## src/rtl/alu_pkg.sv

```systemverilog
// Shared definitions for the ALU frame sequencer: opcode values, FSM state
// encoding and the opcode validity check.
package alu_pkg;

    localparam int OP_W = 6;

    localparam logic [OP_W-1:0] OP_ADD = 6'b100000;
    localparam logic [OP_W-1:0] OP_SUB = 6'b100010;
    localparam logic [OP_W-1:0] OP_AND = 6'b100100;
    localparam logic [OP_W-1:0] OP_OR  = 6'b100101;
    localparam logic [OP_W-1:0] OP_XOR = 6'b100110;
    localparam logic [OP_W-1:0] OP_NOR = 6'b100111;
    localparam logic [OP_W-1:0] OP_SRA = 6'b000011;
    localparam logic [OP_W-1:0] OP_SRL = 6'b000010;

    typedef enum logic [2:0] {
        ST_GET_A  = 3'd0,
        ST_GET_B  = 3'd1,
        ST_GET_OP = 3'd2,
        ST_EXEC   = 3'd3,
        ST_SEND   = 3'd4
    } state_t;

    function automatic logic is_valid_op(input logic [OP_W-1:0] op);
        case (op)
            OP_ADD, OP_SUB, OP_AND, OP_OR,
            OP_XOR, OP_NOR, OP_SRA, OP_SRL: is_valid_op = 1'b1;
            default:                        is_valid_op = 1'b0;
        endcase
    endfunction

endpackage

```

## src/rtl/alu_frame_sequencer_idle_timer.sv

```systemverilog
// Idle-cycle counter: clears on demand, counts while enabled and flags when
// it sits on its last count (LIMIT-1).
module idle_timer #(
    parameter int LIMIT = 1_000_000
) (
    input  logic i_clk,
    input  logic i_rst_n,
    input  logic i_clear,
    input  logic i_enable,
    output logic o_expired
);

    localparam int CW = (LIMIT > 1) ? $clog2(LIMIT) : 1;

    logic [CW-1:0] count_q;
    logic [CW-1:0] count_d;

    always_comb begin
        count_d = count_q;
        if (i_clear) begin
            count_d = '0;
        end else if (i_enable) begin
            count_d = count_q + 1'b1;
        end
    end

    always_ff @(posedge i_clk or negedge i_rst_n) begin
        if (!i_rst_n) begin
            count_q <= '0;
        end else begin
            count_q <= count_d;
        end
    end

    assign o_expired = (count_q == CW'(LIMIT - 1));

endmodule

```

## src/rtl/alu_frame_sequencer.sv

```systemverilog
// Pops {A, B, opcode} frames from the RX FIFO, presents them to the ALU and
// pushes the result (or an error byte) into the TX FIFO.
module alu_frame_sequencer
    import alu_pkg::*;
#(
    parameter int                BUS_SIZE       = 8,
    parameter int                OP_SIZE        = 6,
    parameter int                TIMEOUT_CYCLES = 1_000_000,
    parameter logic [BUS_SIZE-1:0] ERR_BYTE     = 8'hFF
) (
    input  logic                i_clk,
    input  logic                i_rst_n,
    input  logic                i_rx_empty,
    input  logic [BUS_SIZE-1:0] i_rx_data,
    output logic                o_rd_uart,
    input  logic                i_tx_full,
    output logic                o_wr_uart,
    output logic [BUS_SIZE-1:0] o_tx_data,
    output logic [BUS_SIZE-1:0] o_op_a,
    output logic [BUS_SIZE-1:0] o_op_b,
    output logic [OP_SIZE-1:0]  o_op_code,
    input  logic [BUS_SIZE-1:0] i_alu_result,
    output logic [BUS_SIZE-1:0] o_result,
    output logic                o_busy,
    output logic                o_frame_err,
    output logic                o_op_err
);

    state_t state_q, state_d;

    logic [BUS_SIZE-1:0] op_a_q, op_a_d;
    logic [BUS_SIZE-1:0] op_b_q, op_b_d;
    logic [OP_SIZE-1:0]  op_code_q, op_code_d;
    logic                op_valid_q, op_valid_d;
    logic [BUS_SIZE-1:0] result_q, result_d;
    logic [BUS_SIZE-1:0] tx_data_q, tx_data_d;
    logic                frame_err_q, frame_err_d;
    logic                op_err_q, op_err_d;

    logic capture_state;
    logic wait_state;
    logic rd_en;
    logic wr_en;
    logic expired;
    logic timeout_fire;
    logic rx_op_valid;

    assign capture_state = (state_q == ST_GET_A) || (state_q == ST_GET_B) || (state_q == ST_GET_OP);
    assign wait_state    = (state_q == ST_GET_B) || (state_q == ST_GET_OP);
    assign rd_en         = capture_state && !i_rx_empty;
    assign wr_en         = (state_q == ST_SEND) && !i_tx_full;
    assign timeout_fire  = wait_state && i_rx_empty && expired;

    // Upper opcode-byte bits must be zero for the low bits to be trusted.
    assign rx_op_valid = ((i_rx_data >> OP_SIZE) == '0) && is_valid_op(i_rx_data[OP_SIZE-1:0]);

    idle_timer #(
        .LIMIT (TIMEOUT_CYCLES)
    ) u_idle_timer (
        .i_clk     (i_clk),
        .i_rst_n   (i_rst_n),
        .i_clear   (rd_en || !wait_state),
        .i_enable  (wait_state && i_rx_empty),
        .o_expired (expired)
    );

    always_ff @(posedge i_clk or negedge i_rst_n) begin
        if (!i_rst_n) begin
            state_q <= ST_GET_A;
        end else begin
            state_q <= state_d;
        end
    end

    always_comb begin
        state_d = state_q;
        case (state_q)
            ST_GET_A:  if (!i_rx_empty) state_d = ST_GET_B;
            ST_GET_B: begin
                if (!i_rx_empty)  state_d = ST_GET_OP;
                else if (expired) state_d = ST_GET_A;
            end
            ST_GET_OP: begin
                if (!i_rx_empty)  state_d = ST_EXEC;
                else if (expired) state_d = ST_GET_A;
            end
            ST_EXEC:   state_d = ST_SEND;
            ST_SEND:   if (!i_tx_full) state_d = ST_GET_A;
            default:   state_d = ST_GET_A;
        endcase
    end

    // Strobes are gated by reset so the FIFOs never see a pop/push in reset.
    always_comb begin
        o_rd_uart = i_rst_n && rd_en;
        o_wr_uart = i_rst_n && wr_en;
        o_busy    = (state_q != ST_GET_A);
    end

    always_comb begin
        op_a_d      = op_a_q;
        op_b_d      = op_b_q;
        op_code_d   = op_code_q;
        op_valid_d  = op_valid_q;
        result_d    = result_q;
        tx_data_d   = tx_data_q;
        frame_err_d = timeout_fire;
        op_err_d    = 1'b0;
        if (rd_en) begin
            case (state_q)
                ST_GET_A: op_a_d = i_rx_data;
                ST_GET_B: op_b_d = i_rx_data;
                default: begin
                    op_valid_d = rx_op_valid;
                    if (rx_op_valid) op_code_d = i_rx_data[OP_SIZE-1:0];
                end
            endcase
        end
        if (state_q == ST_EXEC) begin
            if (op_valid_q) begin
                result_d  = i_alu_result;
                tx_data_d = i_alu_result;
            end else begin
                tx_data_d = ERR_BYTE;
                op_err_d  = 1'b1;
            end
        end
    end

    always_ff @(posedge i_clk or negedge i_rst_n) begin
        if (!i_rst_n) begin
            op_a_q      <= '0;
            op_b_q      <= '0;
            op_code_q   <= '0;
            op_valid_q  <= 1'b0;
            result_q    <= '0;
            tx_data_q   <= '0;
            frame_err_q <= 1'b0;
            op_err_q    <= 1'b0;
        end else begin
            op_a_q      <= op_a_d;
            op_b_q      <= op_b_d;
            op_code_q   <= op_code_d;
            op_valid_q  <= op_valid_d;
            result_q    <= result_d;
            tx_data_q   <= tx_data_d;
            frame_err_q <= frame_err_d;
            op_err_q    <= op_err_d;
        end
    end

    assign o_op_a      = op_a_q;
    assign o_op_b      = op_b_q;
    assign o_op_code   = op_code_q;
    assign o_result    = result_q;
    assign o_tx_data   = tx_data_q;
    assign o_frame_err = frame_err_q;
    assign o_op_err    = op_err_q;

endmodule

```

## config.mk

```make
export PLATFORM = sky130hd
export DESIGN_NAME = alu_frame_sequencer
export DESIGN_NICKNAME = d
export VERILOG_FILES = /design/src/rtl/alu_pkg.sv /design/src/rtl/alu_frame_sequencer_idle_timer.sv /design/src/rtl/alu_frame_sequencer.sv
export SDC_FILE = /design/constraint.sdc
export NUM_CORES = 1
export LEC_CHECK = 0
export BUFFER_PORTS_ARGS = -buffer_cell sky130_fd_sc_hd__buf_2
export CELL_PAD_IN_SITES_DETAIL_PLACEMENT = 1
export CELL_PAD_IN_SITES_GLOBAL_PLACEMENT = 1
export CORE_MARGIN = 2
export CORE_UTILIZATION = 36
export DETAILED_ROUTE_END_ITERATION = 16
export PLACE_DENSITY_LB_ADDON = 0.1
export SLEW_MARGIN = 20
export SYNTH_ARGS = -nofsm -noshare
export SYNTH_HDL_FRONTEND = slang
export SYNTH_HIERARCHICAL = 1
export SYNTH_SLANG_ARGS = --single-unit
```

## constraint.sdc

```tcl
create_clock -name i_clk -period 2.3 [get_ports i_clk]
set_input_delay 0.46 -clock i_clk [delete_from_list [all_inputs] [get_ports i_clk]]
set_output_delay 0.46 -clock i_clk [all_outputs]
set_load 0.01 [all_outputs]
```

Word level (Yosys, flattened, before mapping)
Index checks and enable logic that the tools add are counted.
Word-level totals
  output and inout bits: 43
  logic and storage cells: 65
  flip-flop bits (word level): 64
Operators by class
  equal/unequal tests: 15
  add/subtract/negate cells: 1
  multiplexer cells: 12
  bitwise logic cells: 1
  reductions and logical operators: 26
Operator list (count)
  2-to-1 mux 20 bit: 2
  equality test 6 bit, second input constant: 6
  adder 20 x 1 -> 20 bit, second input constant: 1
  equality test 20 bit, second input constant: 1
  2-to-1 mux 3 bit: 5
  case mux 3 bit (5 select lines): 1
  equality test 6 x 2 -> 1 bit, second input constant: 2
  AND reduction 2 bit: 5
  zero test 8 bit: 1
  2-to-1 mux 8 bit: 1
  OR reduction 8 bit: 1
  logical AND 1 bit: 7
  equality test 3 x 2 -> 1 bit, second input constant: 2
  logical OR 1 bit: 4
  inequality test 2 bit, second input constant: 2
  equality test 3 x 1 -> 1 bit, second input constant: 1
  equality test 3 bit, second input constant: 1
  zero test 1 bit: 3
  zero test 3 bit: 1
  2-to-1 mux 1 bit: 3
  AND reduction 3 bit: 1
  nonzero test 3 bit: 1
  nonzero test 2 bit: 1
  OR reduction 2 bit: 1
  NOT 1 bit: 1

Depth between registers and ports, before layout
  word-level depth: 6
  gate-level depth with buffers: 9

Modules after synthesis
The synthesis kept the hierarchy.
By module, submodules not included
  alu_frame_sequencer: times used 1, area an instance 1773.0 um2, cells each 119
  idle_timer: times used 1, area an instance 1043.5 um2, cells each 108

Worst setup path before layout
Ideal clock, no wire load.
  path type: register to register
  from: register state_q[0]
  to: register u_idle_timer.count_q[17]
  data required time: 2.222 ns
  clock period less this slack: 2.527 ns
  path slack: -0.227 ns
  cell stages (with the launch flop): 10
  setup time: 0.078 ns
  arrival time: 2.449 ns
  cell sequence: dfrtp_1 buf_4 xnor2_1 nor3b_1 clkbuf_1 o21ai_1 or4_1 buf_2 or4b_1 a21oi_1
On the way
  word-level cells in the longest chain between the ends: 6
  elaborated cells between the ends (all ways): 12
RTL lines
  start, declared: RTL line alu_frame_sequencer.sv:29  | state_t state_q, state_d;
  start signal, assigned: RTL line alu_frame_sequencer.sv:71  | state_q <= state_d;
  equality test 3 x 1 -> 1 bit or zero test 3 bit (tied branches): RTL line alu_frame_sequencer.sv:48, alu_frame_sequencer.sv:49
  logical OR 1 bit (2 in series): RTL line alu_frame_sequencer.sv:48  | assign capture_state = (state_q == ST_GET_A) || (state_q == ST_GET_B) || (state_q == ST_GET_OP);
  logical AND 1 bit: RTL line alu_frame_sequencer.sv:50  | assign rd_en = capture_state && !i_rx_empty;
  logical OR 1 bit: RTL line alu_frame_sequencer.sv:62  | .i_clear (rd_en || !wait_state),
  2-to-1 mux 20 bit or nonzero test 2 bit (tied branches)
  end signal, assigned: RTL line alu_frame_sequencer_idle_timer.sv:31  | count_q <= count_d;
  end, declared: RTL line alu_frame_sequencer_idle_timer.sv:15  | logic [CW-1:0] count_q;
Parallel ways exist; a longest one is shown, timed or not.
A chain may end at the register's enable or synchronous reset.

Worst setup path in the final report
Ends and elaborated chain as after synthesis.

==> metrics.md <==
| Metric | Value |
|---|---|
| Post-DRT Antenna Nets | 0 |
| Yosys reg bits | 64 |
| Post-Syn Nets | around 250 |
| Die Height | 92.5 um |
| Vias in the first global route | between 2,000 and 2,500 |
| Filler Cell Count | 847 |
| Number of enable flip-flop cells after synthesis | 0 |
| Status | complete, no violations |
| Via count | 2,083 |
| First DRT Iteration DRCs | 69 |
| CTS tree | built |
| Mapped Area | 2820 sq um |
| Yosys cell types | between 40 and 50 |
| DP HPWL | 4460 um |
| Peak VDD IR | 0.476 mV |
| Clock transition at path regs | ~0.07 ns |
| Main synth FF type | dfrtp_1 |
| Layout cells sized above 1 | 0.432 |
| Req. time, crit path | roughly 2.6 ns |
| Rel. slew slack | 0.551 |
| Mapped Cells | around 230 |
| Die X | 92.5 um |
| Area leader, netlist | dfrtp_1 |
| Startpoint types | register |
| Lkg Pwr | 1.60 nW |
| Mean post-synth cell area | 12.4 sq um |
| Diodes inserted | 0 |
| Sequential cell area | 1600 sq um |
| Pre-antenna DRT Iters | 4 |
| Longest Clk Path Bufs | 2 |
| Hold Fails Final Rpt | 0 |
| FMAX | 464 MHz |
| Yosys warns | 6 |
| Hold Crit Class | primary input to register |
| Area of the multi-input gates | 1150 sq um |
| Crit. End Element | register |
| Initial antenna violation count | 0 |
| Core Area | around 7600 sq um |
| Largest net degree at the start of global routing | 55 |
| Worst-Margin Slew | 0.674 ns |
| Count leader, synth | dfrtp_1 |
| Placer Congestion | 0.725 |
| Crit path largest cell delay | roughly 0.5 ns |
| CTS sink cnt | 64 |
| Sequential share of the synthesized area | 0.569 |
| Arr. time, crit path | approximately 2.4 ns |
| H-Tree Depth | 3 |
| Crit-path slowest cell | or4b_1 |
| Area share of the largest cell type after synthesis | 0.569 |
| Die area | between 8000 and 9000 sq um |
| Total chip power | 4.08 mW |
| Synth top cells by count | dfrtp_1 (64), mux2_2 (28), nor2_1 (18) |
| First-pass GRT wire length | approximately 11,000 um |
| Pwr dens | roughly 1100 nW/um^2 |
| Min setup slack post-route | 0.143 ns |
| Layout Utilization | 0.472 |
| Worst R2R Setup Slack | 0.14 ns |
| Inserted Clock Buffers | 9 |
| Period utilization | 0.938 |
| Std-Cell Rows | 32 |
| Min Tclk post-route | 2.16 ns |
| Worst slack, placed | 0.124 ns |
| Area contributors post-synth | dfrtp_1 (57%), mux2_2 (11%), o22a_1 (2.8%) |
| Final setup vio count | 0 |
| Nets | between 300 and 400 |
| Final Skew | 0.00780 ns |
| Remaining DRCs | 0 |
| WL/cell | 15.2 um |
| Clock Tree Root | clkbuf_8 |
| Layout area overhead | 28.1% |
| Io pins | 63 |
| Setup Crit Path Kind | register to register |
| Skew-Pair Late Insertion Delay | 0.34 ns |
| Worst-path cell chain | xnor2_1 > nor3b_2 > o21ai_1 > or4_1 > or4b_1 > a21oi_1 |
| DR vias/cell | 5.00 |
| Initial core utilization | 0.368 |
| # port buffers | 62 |
| GR Util All Layers | 0.166 |
| Max-Cap Viols | 0 |
| Crit Path Max Fanout | 5 |
| Detailed Route WL | ~6400 um |
| Final Max Tran Viols | 0 |
| Async set or reset register ratio after synthesis | 1.00 |
| Grt total ovfl | 0 |
[area by class of cell]
class,instances,area share
multi-input combinational,149,0.319
clock inverter,5,0.0284
tap,102,0.0354
sequential,64,0.444
clock buffer,11,0.0420
inverter,5,0.00520
timing repair buffer,81,0.126
[metal layers]
layer	wire, um	GRT usage	vias up	share of wire
met3	292	0.0374	9	0.046
met2	2940	0.257	48	0.46
met4	151	0.0896	0	0.024
met5	0	0	-	0
met1	2980	0.217	1040	0.47
li1	-	-	986	-
[state kept, by name, summed over array words and instances (netlist names), 3 cells and up]
signal                count
o_op_a                    8
o_tx_data                 8
o_op_b                    8
state_q                   3
u_idle_timer/count_q     20
o_result                  8
o_op_code                 6
[worst paths after layout]
check                           startpoint                  endpoint  cells after the start
setup / recovery                state_q[0]  u_idle_timer/count_q[17]                      6
hold / removal             i_alu_result[0]              o_tx_data[0]                      2
setup reg to reg                state_q[0]  u_idle_timer/count_q[17]                      6
hold reg to reg                 op_valid_q                  o_op_err                      1
max in group asynchronous          i_rst_n              o_tx_data[1]                      3
min in group asynchronous          i_rst_n                op_valid_q                      2
[placed cells by master (no fill, tap or decap), types with 3 or more instances in the layout]
| cell type | synthesis | layout |
|---|---|---|
| a21oi_1 | 9 | 9 |
| buf_2 | 3 | 62 |
| buf_4 | 1 | 18 |
| bufinv_16 | 0 | 3 |
| clkbuf_8 | 0 | 11 |
| dfrtp_1 | 64 | 64 |
| inv_1 | 5 | 5 |
| mux2_2 | 28 | 28 |
| nand2_1 | 9 | 9 |
| nand2b_1 | 3 | 3 |
| nand3_1 | 5 | 5 |
| nand4_1 | 4 | 4 |
| nor2_1 | 18 | 18 |
| nor3_1 | 3 | 3 |
| nor4_1 | 4 | 4 |
| o21ai_0 | 4 | 4 |
| o22a_1 | 9 | 9 |
| o31ai_1 | 3 | 3 |
| or3_1 | 5 | 5 |
| or4_1 | 6 | 6 |
| xnor2_1 | 6 | 6 |
| xor2_1 | 7 | 7 |
[worst max-delay path, delay by kind of cell, from the launching register on]
| family | cells | cell delay (ns) |
|---|---|---|
| xor gates and xnor gates | 1 | 0.14 |
| and+or+nand+nor | 3 | 1.26 |
| AOI/OAI and AO/OA | 2 | 0.27 |
| DFF | 1 | 0.39 |
[power by group]
| part | internal, mW | switching (mW) | leakage (nW) | total [mW] |
|---|---|---|---|---|
| combinational | 0.630 | 0.651 | 0.678 | 1.28 |
| sequential | 1.43 | 0.152 | 0.800 | 1.59 |
| clock | 0.777 | 0.440 | 0.126 | 1.22 |
[stage by stage]
step / hold slack, ns / TNS, ns / cell area, sq um / instances
after floorplan: 0.164 / 0 / 2840 / 227
after global placement: 0.362 / 0 / 3330 / 399
after detailed placement: 0.366 / 0 / 3330 / 399
after CTS: 0.326 / 0 / 3590 / 416
after global routing: 0.331 / -0.00459 / 3610 / 417
final: 0.344 / 0 / 3610 / 417
[logic make-up (layout without fill, tap and decap cells)]
kind of cell               count (synthesis)  after routing  share of synthesized area
AOI/OAI and AO/OA                         30             30                     0.0791
buffers and inverters                     14            102                     0.0267
and+or+nand+nor                           76             76                      0.165
DFF                                       64             64                      0.569
muxes                                     29             29                      0.116
xor gates and xnor gates                  13             13                     0.0404
adders and majority gates                  1              1                    0.00444
[what timing repair did]
item                                    4_1_cts  5_1_grt
setup buffers                                 0        1
gates resized for setup                       0        1
endpoints found under the setup margin        0        3
hold buffers                                  1        0
hold endpoints to repair                     10        0
Note: power is estimated with default switching activity, not from simulation.
